### config.mk
export PLATFORM = sky130hd
export DESIGN_NAME = wshb_sdram_arbiter_flat
export DESIGN_NICKNAME = d
export VERILOG_FILES = /design/src/rtl/wshb_arb_pkg.sv /design/src/rtl/wshb_if.sv /design/src/rtl/wshb_arb_watchdog.sv /design/src/rtl/wshb_sdram_arbiter.sv /design/src/flat_wrapper.sv
export SDC_FILE = /design/constraint.sdc
export NUM_CORES = 1
export LEC_CHECK = 0
export ABC_AREA = 1
export CORE_AREA = 8 8 127 129
export CTS_CLUSTER_SIZE = 30
export DETAILED_ROUTE_END_ITERATION = 8
export DIE_AREA = 0 0 135 137
export GPL_TIMING_DRIVEN = 0
export PLACE_DENSITY = 0.73
export SKIP_LAST_GASP = 1
export SLEW_MARGIN = 25
export SYNTH_ARGS = -nofsm -noshare
export SYNTH_HDL_FRONTEND = slang
export SYNTH_SLANG_ARGS = --single-unit
### constraint.sdc
create_clock -name sys_clk -period 3.4 [get_ports sys_clk]
set_clock_uncertainty 0.1 [all_clocks]
set_input_delay 0.68 -clock sys_clk [delete_from_list [all_inputs] [get_ports sys_clk]]
set_output_delay 0.68 -clock sys_clk [all_outputs]
set_load 0.01 [all_outputs]
### src/rtl/wshb_arb_pkg.sv
// Shared types and helpers for the two-master SDRAM Wishbone arbiter.
package wshb_arb_pkg;

    localparam int NB_MASTERS = 2;
    localparam int MIDX_W     = $clog2(NB_MASTERS);

    typedef enum logic [1:0] {
        IDLE = 2'd0,
        GNT0 = 2'd1,
        GNT1 = 2'd2
    } arb_state_t;

    // Round-robin pick: on a tie the master that was not served last wins.
    function automatic arb_state_t arb_pick(input logic req0, input logic req1,
                                            input logic [MIDX_W-1:0] last_served);
        arb_state_t pick;
        if (req0 && req1) begin
            pick = (last_served == 1'b1) ? GNT0 : GNT1;
        end else if (req0) begin
            pick = GNT0;
        end else if (req1) begin
            pick = GNT1;
        end else begin
            pick = IDLE;
        end
        return pick;
    endfunction

endpackage

### src/rtl/wshb_if.sv
// Classic Wishbone bus bundle with master and slave views.
interface wshb_if #(
    parameter int DATA_BYTES = 4,
    parameter int ADDR_W     = 32
);
    localparam int DW = DATA_BYTES * 8;

    logic                  cyc;
    logic                  stb;
    logic                  we;
    logic [ADDR_W-1:0]     adr;
    logic [DW-1:0]         dat_ms;
    logic [DW-1:0]         dat_sm;
    logic [DATA_BYTES-1:0] sel;
    logic [2:0]            cti;
    logic [1:0]            bte;
    logic                  ack;
    logic                  err;
    logic                  rty;

    modport master (
        output cyc, stb, we, adr, dat_ms, sel, cti, bte,
        input  dat_sm, ack, err, rty
    );

    modport slave (
        input  cyc, stb, we, adr, dat_ms, sel, cti, bte,
        output dat_sm, ack, err, rty
    );

endinterface

### src/rtl/wshb_arb_watchdog.sv
// Stall watchdog for the granted bus cycle: abort pulse and saturating abort counter.
module wshb_arb_watchdog #(
    parameter int TIMEOUT = 256
) (
    input  logic       clk,
    input  logic       rst_n,
    input  logic       active,
    input  logic       stb,
    input  logic       term,
    output logic       abort,
    output logic [7:0] abort_cnt
);
    localparam int              WD_W     = $clog2(TIMEOUT) + 1;
    localparam logic [WD_W-1:0] WD_LIMIT = WD_W'(TIMEOUT - 1);
    localparam logic [WD_W-1:0] WD_ONE   = WD_W'(1);

    logic [WD_W-1:0] cnt_q;
    logic [WD_W-1:0] cnt_d;
    logic [7:0]      abort_cnt_q;
    logic [7:0]      abort_cnt_d;

    // Fires in the stalled strobe cycle that would reach the limit.
    assign abort     = active & stb & ~term & (cnt_q == WD_LIMIT);
    assign abort_cnt = abort_cnt_q;

    // Next counter values: stall counter and saturating abort tally.
    always_comb begin
        if (!active || term || abort) begin
            cnt_d = '0;
        end else if (stb) begin
            cnt_d = cnt_q + WD_ONE;
        end else begin
            cnt_d = cnt_q;
        end

        if (abort && (abort_cnt_q != 8'hFF)) begin
            abort_cnt_d = abort_cnt_q + 8'd1;
        end else begin
            abort_cnt_d = abort_cnt_q;
        end
    end

    // Counter registers.
    always_ff @(posedge clk) begin
        if (!rst_n) begin
            cnt_q       <= '0;
            abort_cnt_q <= 8'd0;
        end else begin
            cnt_q       <= cnt_d;
            abort_cnt_q <= abort_cnt_d;
        end
    end

endmodule

### src/rtl/wshb_sdram_arbiter.sv
// Round-robin arbiter sharing the SDRAM Wishbone slave between the video reader (m0)
// and the frame writer (m1); the grant is held for a whole cyc transaction.
module wshb_sdram_arbiter
    import wshb_arb_pkg::*;
#(
    parameter int TIMEOUT     = 256,
    parameter bit M0_PRIO_RST = 1'b1
) (
    input  logic       sys_clk,
    input  logic       sys_rst_n,
    wshb_if.slave      wshb_ifs0,
    wshb_if.slave      wshb_ifs1,
    wshb_if.master     wshb_ifm,
    output logic       busy,
    output logic [7:0] abort_cnt
);
    arb_state_t        state_q;
    arb_state_t        state_d;
    logic [MIDX_W-1:0] last_served_q;
    logic [MIDX_W-1:0] last_served_d;
    logic              gnt_cyc_s;
    logic              gnt_stb_s;
    logic              term_s;
    logic              abort_s;

    // Handshake of whichever master currently owns the bus.
    always_comb begin
        case (state_q)
            GNT0: begin
                gnt_cyc_s = wshb_ifs0.cyc;
                gnt_stb_s = wshb_ifs0.stb;
            end
            GNT1: begin
                gnt_cyc_s = wshb_ifs1.cyc;
                gnt_stb_s = wshb_ifs1.stb;
            end
            default: begin
                gnt_cyc_s = 1'b0;
                gnt_stb_s = 1'b0;
            end
        endcase
    end

    assign term_s = wshb_ifm.ack | wshb_ifm.err | wshb_ifm.rty;
    assign busy   = (state_q != IDLE);

    wshb_arb_watchdog #(
        .TIMEOUT (TIMEOUT)
    ) u_watchdog (
        .clk       (sys_clk),
        .rst_n     (sys_rst_n),
        .active    (state_q != IDLE),
        .stb       (gnt_stb_s),
        .term      (term_s),
        .abort     (abort_s),
        .abort_cnt (abort_cnt)
    );

    // Next grant: arbitrate only from IDLE so two grants are always separated.
    always_comb begin
        state_d       = state_q;
        last_served_d = last_served_q;
        case (state_q)
            IDLE: begin
                state_d = arb_pick(wshb_ifs0.cyc, wshb_ifs1.cyc, last_served_q);
                if (state_d == GNT0) begin
                    last_served_d = 1'b0;
                end else if (state_d == GNT1) begin
                    last_served_d = 1'b1;
                end else begin
                    last_served_d = last_served_q;
                end
            end
            GNT0, GNT1: begin
                if (!gnt_cyc_s || abort_s) begin
                    state_d = IDLE;
                end else begin
                    state_d = state_q;
                end
            end
            default: begin
                state_d = IDLE;
            end
        endcase
    end

    // Arbiter state register.
    always_ff @(posedge sys_clk) begin
        if (!sys_rst_n) begin
            state_q       <= IDLE;
            last_served_q <= M0_PRIO_RST;
        end else begin
            state_q       <= state_d;
            last_served_q <= last_served_d;
        end
    end

    // Request path to the SDRAM slave; an abort kills cyc/stb in its own cycle.
    always_comb begin
        wshb_ifm.cyc    = 1'b0;
        wshb_ifm.stb    = 1'b0;
        wshb_ifm.we     = 1'b0;
        wshb_ifm.adr    = '0;
        wshb_ifm.dat_ms = '0;
        wshb_ifm.sel    = '0;
        wshb_ifm.cti    = 3'b000;
        wshb_ifm.bte    = 2'b00;
        case (state_q)
            GNT0: begin
                wshb_ifm.cyc    = wshb_ifs0.cyc & ~abort_s;
                wshb_ifm.stb    = wshb_ifs0.stb & ~abort_s;
                wshb_ifm.we     = wshb_ifs0.we;
                wshb_ifm.adr    = wshb_ifs0.adr;
                wshb_ifm.dat_ms = wshb_ifs0.dat_ms;
                wshb_ifm.sel    = wshb_ifs0.sel;
                wshb_ifm.cti    = wshb_ifs0.cti;
                wshb_ifm.bte    = wshb_ifs0.bte;
            end
            GNT1: begin
                wshb_ifm.cyc    = wshb_ifs1.cyc & ~abort_s;
                wshb_ifm.stb    = wshb_ifs1.stb & ~abort_s;
                wshb_ifm.we     = wshb_ifs1.we;
                wshb_ifm.adr    = wshb_ifs1.adr;
                wshb_ifm.dat_ms = wshb_ifs1.dat_ms;
                wshb_ifm.sel    = wshb_ifs1.sel;
                wshb_ifm.cti    = wshb_ifs1.cti;
                wshb_ifm.bte    = wshb_ifs1.bte;
            end
            default: begin
                wshb_ifm.cyc    = 1'b0;
                wshb_ifm.stb    = 1'b0;
            end
        endcase
    end

    // Response path: terminations only reach the owner, read data goes to both.
    always_comb begin
        wshb_ifs0.dat_sm = wshb_ifm.dat_sm;
        wshb_ifs1.dat_sm = wshb_ifm.dat_sm;
        wshb_ifs0.ack    = (state_q == GNT0) & wshb_ifm.ack;
        wshb_ifs0.err    = (state_q == GNT0) & (wshb_ifm.err | abort_s);
        wshb_ifs0.rty    = (state_q == GNT0) & wshb_ifm.rty;
        wshb_ifs1.ack    = (state_q == GNT1) & wshb_ifm.ack;
        wshb_ifs1.err    = (state_q == GNT1) & (wshb_ifm.err | abort_s);
        wshb_ifs1.rty    = (state_q == GNT1) & wshb_ifm.rty;
    end

endmodule

### src/flat_wrapper.sv
// flat-port wrapper written by rule: the top's interface ports become plain ports
module wshb_sdram_arbiter_flat import wshb_arb_pkg::*;
#(
    parameter int TIMEOUT     = 256,
    parameter bit M0_PRIO_RST = 1'b1
)
  (sys_clk, sys_rst_n, busy, abort_cnt, wshb_ifs0_cyc, wshb_ifs0_stb, wshb_ifs0_we, wshb_ifs0_adr, wshb_ifs0_dat_ms, wshb_ifs0_sel, wshb_ifs0_cti, wshb_ifs0_bte, wshb_ifs0_dat_sm, wshb_ifs0_ack, wshb_ifs0_err, wshb_ifs0_rty, wshb_ifs1_cyc, wshb_ifs1_stb, wshb_ifs1_we, wshb_ifs1_adr, wshb_ifs1_dat_ms, wshb_ifs1_sel, wshb_ifs1_cti, wshb_ifs1_bte, wshb_ifs1_dat_sm, wshb_ifs1_ack, wshb_ifs1_err, wshb_ifs1_rty, wshb_ifm_cyc, wshb_ifm_stb, wshb_ifm_we, wshb_ifm_adr, wshb_ifm_dat_ms, wshb_ifm_sel, wshb_ifm_cti, wshb_ifm_bte, wshb_ifm_dat_sm, wshb_ifm_ack, wshb_ifm_err, wshb_ifm_rty);
  wshb_if #(.DATA_BYTES(4)) wshb_ifs0_i ();
  wshb_if #(.DATA_BYTES(4)) wshb_ifs1_i ();
  wshb_if #(.DATA_BYTES(4)) wshb_ifm_i ();
  input  logic sys_clk;
  input  logic sys_rst_n;
  output logic busy;
  output logic [7:0] abort_cnt;
  input wire logic [$bits(wshb_ifs0_i.cyc)-1:0] wshb_ifs0_cyc;
  input wire logic [$bits(wshb_ifs0_i.stb)-1:0] wshb_ifs0_stb;
  input wire logic [$bits(wshb_ifs0_i.we)-1:0] wshb_ifs0_we;
  input wire logic [$bits(wshb_ifs0_i.adr)-1:0] wshb_ifs0_adr;
  input wire logic [$bits(wshb_ifs0_i.dat_ms)-1:0] wshb_ifs0_dat_ms;
  input wire logic [$bits(wshb_ifs0_i.sel)-1:0] wshb_ifs0_sel;
  input wire logic [$bits(wshb_ifs0_i.cti)-1:0] wshb_ifs0_cti;
  input wire logic [$bits(wshb_ifs0_i.bte)-1:0] wshb_ifs0_bte;
  output wire logic [$bits(wshb_ifs0_i.dat_sm)-1:0] wshb_ifs0_dat_sm;
  output wire logic [$bits(wshb_ifs0_i.ack)-1:0] wshb_ifs0_ack;
  output wire logic [$bits(wshb_ifs0_i.err)-1:0] wshb_ifs0_err;
  output wire logic [$bits(wshb_ifs0_i.rty)-1:0] wshb_ifs0_rty;
  input wire logic [$bits(wshb_ifs1_i.cyc)-1:0] wshb_ifs1_cyc;
  input wire logic [$bits(wshb_ifs1_i.stb)-1:0] wshb_ifs1_stb;
  input wire logic [$bits(wshb_ifs1_i.we)-1:0] wshb_ifs1_we;
  input wire logic [$bits(wshb_ifs1_i.adr)-1:0] wshb_ifs1_adr;
  input wire logic [$bits(wshb_ifs1_i.dat_ms)-1:0] wshb_ifs1_dat_ms;
  input wire logic [$bits(wshb_ifs1_i.sel)-1:0] wshb_ifs1_sel;
  input wire logic [$bits(wshb_ifs1_i.cti)-1:0] wshb_ifs1_cti;
  input wire logic [$bits(wshb_ifs1_i.bte)-1:0] wshb_ifs1_bte;
  output wire logic [$bits(wshb_ifs1_i.dat_sm)-1:0] wshb_ifs1_dat_sm;
  output wire logic [$bits(wshb_ifs1_i.ack)-1:0] wshb_ifs1_ack;
  output wire logic [$bits(wshb_ifs1_i.err)-1:0] wshb_ifs1_err;
  output wire logic [$bits(wshb_ifs1_i.rty)-1:0] wshb_ifs1_rty;
  output wire logic [$bits(wshb_ifm_i.cyc)-1:0] wshb_ifm_cyc;
  output wire logic [$bits(wshb_ifm_i.stb)-1:0] wshb_ifm_stb;
  output wire logic [$bits(wshb_ifm_i.we)-1:0] wshb_ifm_we;
  output wire logic [$bits(wshb_ifm_i.adr)-1:0] wshb_ifm_adr;
  output wire logic [$bits(wshb_ifm_i.dat_ms)-1:0] wshb_ifm_dat_ms;
  output wire logic [$bits(wshb_ifm_i.sel)-1:0] wshb_ifm_sel;
  output wire logic [$bits(wshb_ifm_i.cti)-1:0] wshb_ifm_cti;
  output wire logic [$bits(wshb_ifm_i.bte)-1:0] wshb_ifm_bte;
  input wire logic [$bits(wshb_ifm_i.dat_sm)-1:0] wshb_ifm_dat_sm;
  input wire logic [$bits(wshb_ifm_i.ack)-1:0] wshb_ifm_ack;
  input wire logic [$bits(wshb_ifm_i.err)-1:0] wshb_ifm_err;
  input wire logic [$bits(wshb_ifm_i.rty)-1:0] wshb_ifm_rty;
  assign wshb_ifs0_i.cyc = wshb_ifs0_cyc;
  assign wshb_ifs0_i.stb = wshb_ifs0_stb;
  assign wshb_ifs0_i.we = wshb_ifs0_we;
  assign wshb_ifs0_i.adr = wshb_ifs0_adr;
  assign wshb_ifs0_i.dat_ms = wshb_ifs0_dat_ms;
  assign wshb_ifs0_i.sel = wshb_ifs0_sel;
  assign wshb_ifs0_i.cti = wshb_ifs0_cti;
  assign wshb_ifs0_i.bte = wshb_ifs0_bte;
  assign wshb_ifs0_dat_sm = wshb_ifs0_i.dat_sm;
  assign wshb_ifs0_ack = wshb_ifs0_i.ack;
  assign wshb_ifs0_err = wshb_ifs0_i.err;
  assign wshb_ifs0_rty = wshb_ifs0_i.rty;
  assign wshb_ifs1_i.cyc = wshb_ifs1_cyc;
  assign wshb_ifs1_i.stb = wshb_ifs1_stb;
  assign wshb_ifs1_i.we = wshb_ifs1_we;
  assign wshb_ifs1_i.adr = wshb_ifs1_adr;
  assign wshb_ifs1_i.dat_ms = wshb_ifs1_dat_ms;
  assign wshb_ifs1_i.sel = wshb_ifs1_sel;
  assign wshb_ifs1_i.cti = wshb_ifs1_cti;
  assign wshb_ifs1_i.bte = wshb_ifs1_bte;
  assign wshb_ifs1_dat_sm = wshb_ifs1_i.dat_sm;
  assign wshb_ifs1_ack = wshb_ifs1_i.ack;
  assign wshb_ifs1_err = wshb_ifs1_i.err;
  assign wshb_ifs1_rty = wshb_ifs1_i.rty;
  assign wshb_ifm_cyc = wshb_ifm_i.cyc;
  assign wshb_ifm_stb = wshb_ifm_i.stb;
  assign wshb_ifm_we = wshb_ifm_i.we;
  assign wshb_ifm_adr = wshb_ifm_i.adr;
  assign wshb_ifm_dat_ms = wshb_ifm_i.dat_ms;
  assign wshb_ifm_sel = wshb_ifm_i.sel;
  assign wshb_ifm_cti = wshb_ifm_i.cti;
  assign wshb_ifm_bte = wshb_ifm_i.bte;
  assign wshb_ifm_i.dat_sm = wshb_ifm_dat_sm;
  assign wshb_ifm_i.ack = wshb_ifm_ack;
  assign wshb_ifm_i.err = wshb_ifm_err;
  assign wshb_ifm_i.rty = wshb_ifm_rty;
  wshb_sdram_arbiter #(.TIMEOUT(TIMEOUT), .M0_PRIO_RST(M0_PRIO_RST)) u_core (.sys_clk(sys_clk), .sys_rst_n(sys_rst_n), .wshb_ifs0(wshb_ifs0_i), .wshb_ifs1(wshb_ifs1_i), .wshb_ifm(wshb_ifm_i), .busy(busy), .abort_cnt(abort_cnt));
endmodule
==> run_results.csv, run 1 <==
group,metric,value,unit
routing,drt-vias-per-instance,4.149,
timing,fmax,306.3,MHz
die,dieWidth,135,um
die,dieArea,18500,um2
synth,avgSynthCellArea,5.530,um2
die,core,14200,um2
final_layout,design_area,6286,um2
place,placed_area,6163,um2
timing,final-hold-violation-count,0,
synth,yosysSeqAreaShare,14.20,%
routing,drt_iter0_markers,218,
synth,syn_area,2820,um2
place,gp_congestion,0.8201,
critical_path,worstPathRequired,2620,ps
clocking,post_cts_buffers,0,
grt,grt-ovfl-total,0,
grt,grt_pass1_vias,4029,
grt,grt_pass1_wl,24650,um
place,portBuffers,311,
die,die_y,137,um
routing,totalWireLength,17610,um
final_layout,nFillCells,1478,
pwr,ir_worst_vdd,0.2502,mV
timing,finalMaxSlewViolations,0,
final_layout,area_growth,122.9,%
run,maxCapViolCount,0,
timing,worst_pin_slew,575.3,ps
pwr,power.density,207.6,nW/um2
final_layout,nNetsFinal,1021,
timing,period_needed,3264,ps
routing,num_vias,4195,
timing,finalSetupTns,0,ps
timing,period_share,96.01,%
routing,ant_nets,0,
final_layout,drive_gt1_share,11.88,%
final_layout,multi_input_area,1705,um2
critical_path,crit_path_max_fanout,10,
clocking,clock_latency,250,ps
synth,ys_types,30,
critical_path,cp-start-kind,"flop",
timing,setup_viol,0,
routing,drcViolationCount,0,
clocking,clock_path_buffers,2,
clocking,cts_root_buf,"clkbuf_16",
run_status,status,"completed",
die,num_rows,44,
clocking,numCtsBuffers,3,
pwr,design_power_total,1305,uW
hold_path,min_path_type,"flop to flop",
grt,track_usage,17.18,%
critical_path,cp-end-kind,"output port",
timing,maxSlewHeadroom,61.64,%
timing,rsz0062_at_grt,"yes",
clocking,cts_sinks,20,
synth,yosysWarnings,0,
clocking,clk_pin_slew,60,ps
final_layout,fin_cells,1011,
final_layout,seq_area,400.4,um2
pwr,leakage,0.002424,uW
synth,ys_seq_elements,20,
clocking,cts_tree,"done",
critical_path,arrival,2480,ps
die,start_util,19.86,%
critical_path,critPathKind,"flop to output port",
synth,syn_inst,510,
die,io_pins,344,
routing,post_drt_wl_per_cell,17.41,um
grt,grt_max_degree,13,
routing,drtPass1Iterations,5,
synth,syn-num-nets,705,
clocking,ctsHtreeMaxLevel,1,
grt,antenna_found_initial,2,
place,dp.cells,1005,
place,dp_hpwl,15360,um
logic make-up (layout without fill, tap and decap cells):
logic type | Yosys count | after routing | synth area share, %
compound gates | 95 | 95 | 17.57
buf+inv | 120 | 435 | 25.42
xor+xnor | 3 | 3 | 0.9318
other cells | 0 | 2 | 0
fa+ha+maj | 6 | 6 | 2.662
flops | 20 | 20 | 14.20
simple gates | 266 | 266 | 39.22
critical path: stages, from the launching register on:
cell and delay [ps]:
dfxtp_1 350, inv_1 70, ha_1 360, inv_2 120
buf_2 300, buf_1 400, a21oi_1 80, clkdlybuf4s50_1 540
cell usage after synthesis:
library cell	instances	area, um2
a21oi_1	88	440.4
a21oi_4	1	16.27
a31oi_1	1	6.260
buf_1	6	22.52
buf_2	9	45.04
buf_4	66	495.5
buf_6	1	11.26
clkbuf_1	9	33.78
dfxtp_1	20	400.4
ha_1	6	75.07
inv_1	28	105.1
inv_2	1	3.750
nand2_1	208	780.8
nand2_2	2	12.51
nand2_4	3	33.78
nand3_1	17	85.08
nand3_2	1	10.01
nand3_4	1	17.52
nand3b_1	1	7.510
nand4_1	4	25.02
nor2_1	24	90.09
nor2_2	2	12.51
nor2_8	1	20.02
nor3_1	1	5.000
o21ai_0	1	5.000
o21ai_1	1	5.000
o21bai_1	3	22.52
or2_2	1	6.260
xnor2_1	1	8.760
xor2_1	2	17.52
cell type report:
class	instances	share of cell area, %
timing repair buffer	311	49.60
multi-input combinational	370	27.13
buffer	91	9.753
sequential	20	6.369
tap	184	3.662
inverter	29	1.732
clock buffer	3	1.194
clock inverter	1	0.4777
antenna	2	0.07962
sequential cells by signal, summed over array words and instances, names as in the netlist:
| name | flops |
|---|---|
| u_core.last_served_q | 1 |
| u_core.state_q | 2 |
| u_core.u_watchdog.abort_cnt | 8 |
| u_core.u_watchdog.cnt_q | 9 |
layer usage:
layer  wire length (um)  GRT usage (%)  up-vias
li1                   -              -     2184
met1               6808          19.84     1851
met2               9355          32.21      151
met3               1290          3.634        9
met4                152          2.591        0
met5                  0              0        -
placed cells by master (no fill, tap or decap), types with 2 or more instances in the layout:
master	n
clkdlybuf4s50_1	309
nand2_1	208
a21oi_1	88
buf_4	66
inv_1	28
nor2_1	23
dfxtp_1	20
nand3_1	17
buf_2	10
clkbuf_1	9
ha_1	6
nand4_1	4
clkbuf_2	3
nand2_4	3
nor2_2	3
o21bai_1	3
clkbuf_16	3
diode_2	2
buf_1	2
nand2_2	2
xor2_1	2
dlymetal6s2s_1	2
report_power, final:
group	switching [uW]	internal, uW	leakage, uW
clock	91.3	234	0.0000511
combinational	325	414	0.00221
sequential	2.48	238	0.000162
total	419	886	0.00242
path summary, 6_finish.rpt:
kind / cells past startpoint / from / slack [ps] / to
min: 2 / u_core.u_watchdog.cnt_q[7] / 390 / u_core.u_watchdog.cnt_q[7]
max: 7 / u_core.state_q[1] / 140 / wshb_ifm_adr[29]
max reg2reg: 11 / u_core.u_watchdog.cnt_q[0] / 1400 / u_core.u_watchdog.abort_cnt[0]
min reg2reg: 2 / u_core.u_watchdog.cnt_q[7] / 390 / u_core.u_watchdog.cnt_q[7]
metrics by stage:
stage | util, % | worst slack (ps) | hold slack (ps)
6_report | 44.26 | 135.5 | 388.5
3_5_place_dp | 43.39 | 14.76 | 360.2
2_1_floorplan | - | 1013 | 340.7
5_1_grt | 44.22 | 2.964 | 411.6
3_3_place_gp | 43.39 | 17.91 | 349.5
4_1_cts | 44.16 | 25.11 | 385.8
what timing repair did:
item,4_1_cts,5_1_grt
setup endpoints to repair,5,10
cloned,0,0
hold buffers,0,0
gates resized for setup,2,5
Note: power is estimated with default switching activity, not from simulation.
==> run 2, diff against run 1 <==
--- a/config.mk
+++ b/config.mk
@@ -13,7 +13,7 @@
 export GPL_TIMING_DRIVEN = 0
 export PLACE_DENSITY = 0.73
 export SKIP_LAST_GASP = 1
-export SLEW_MARGIN = 25
+export SLEW_MARGIN = 10
 export SYNTH_ARGS = -nofsm -noshare
 export SYNTH_HDL_FRONTEND = slang
 export SYNTH_SLANG_ARGS = --single-unit
==> results of run 2 <==
The final DEF is identical to that of run 1; final timing and power are the same.
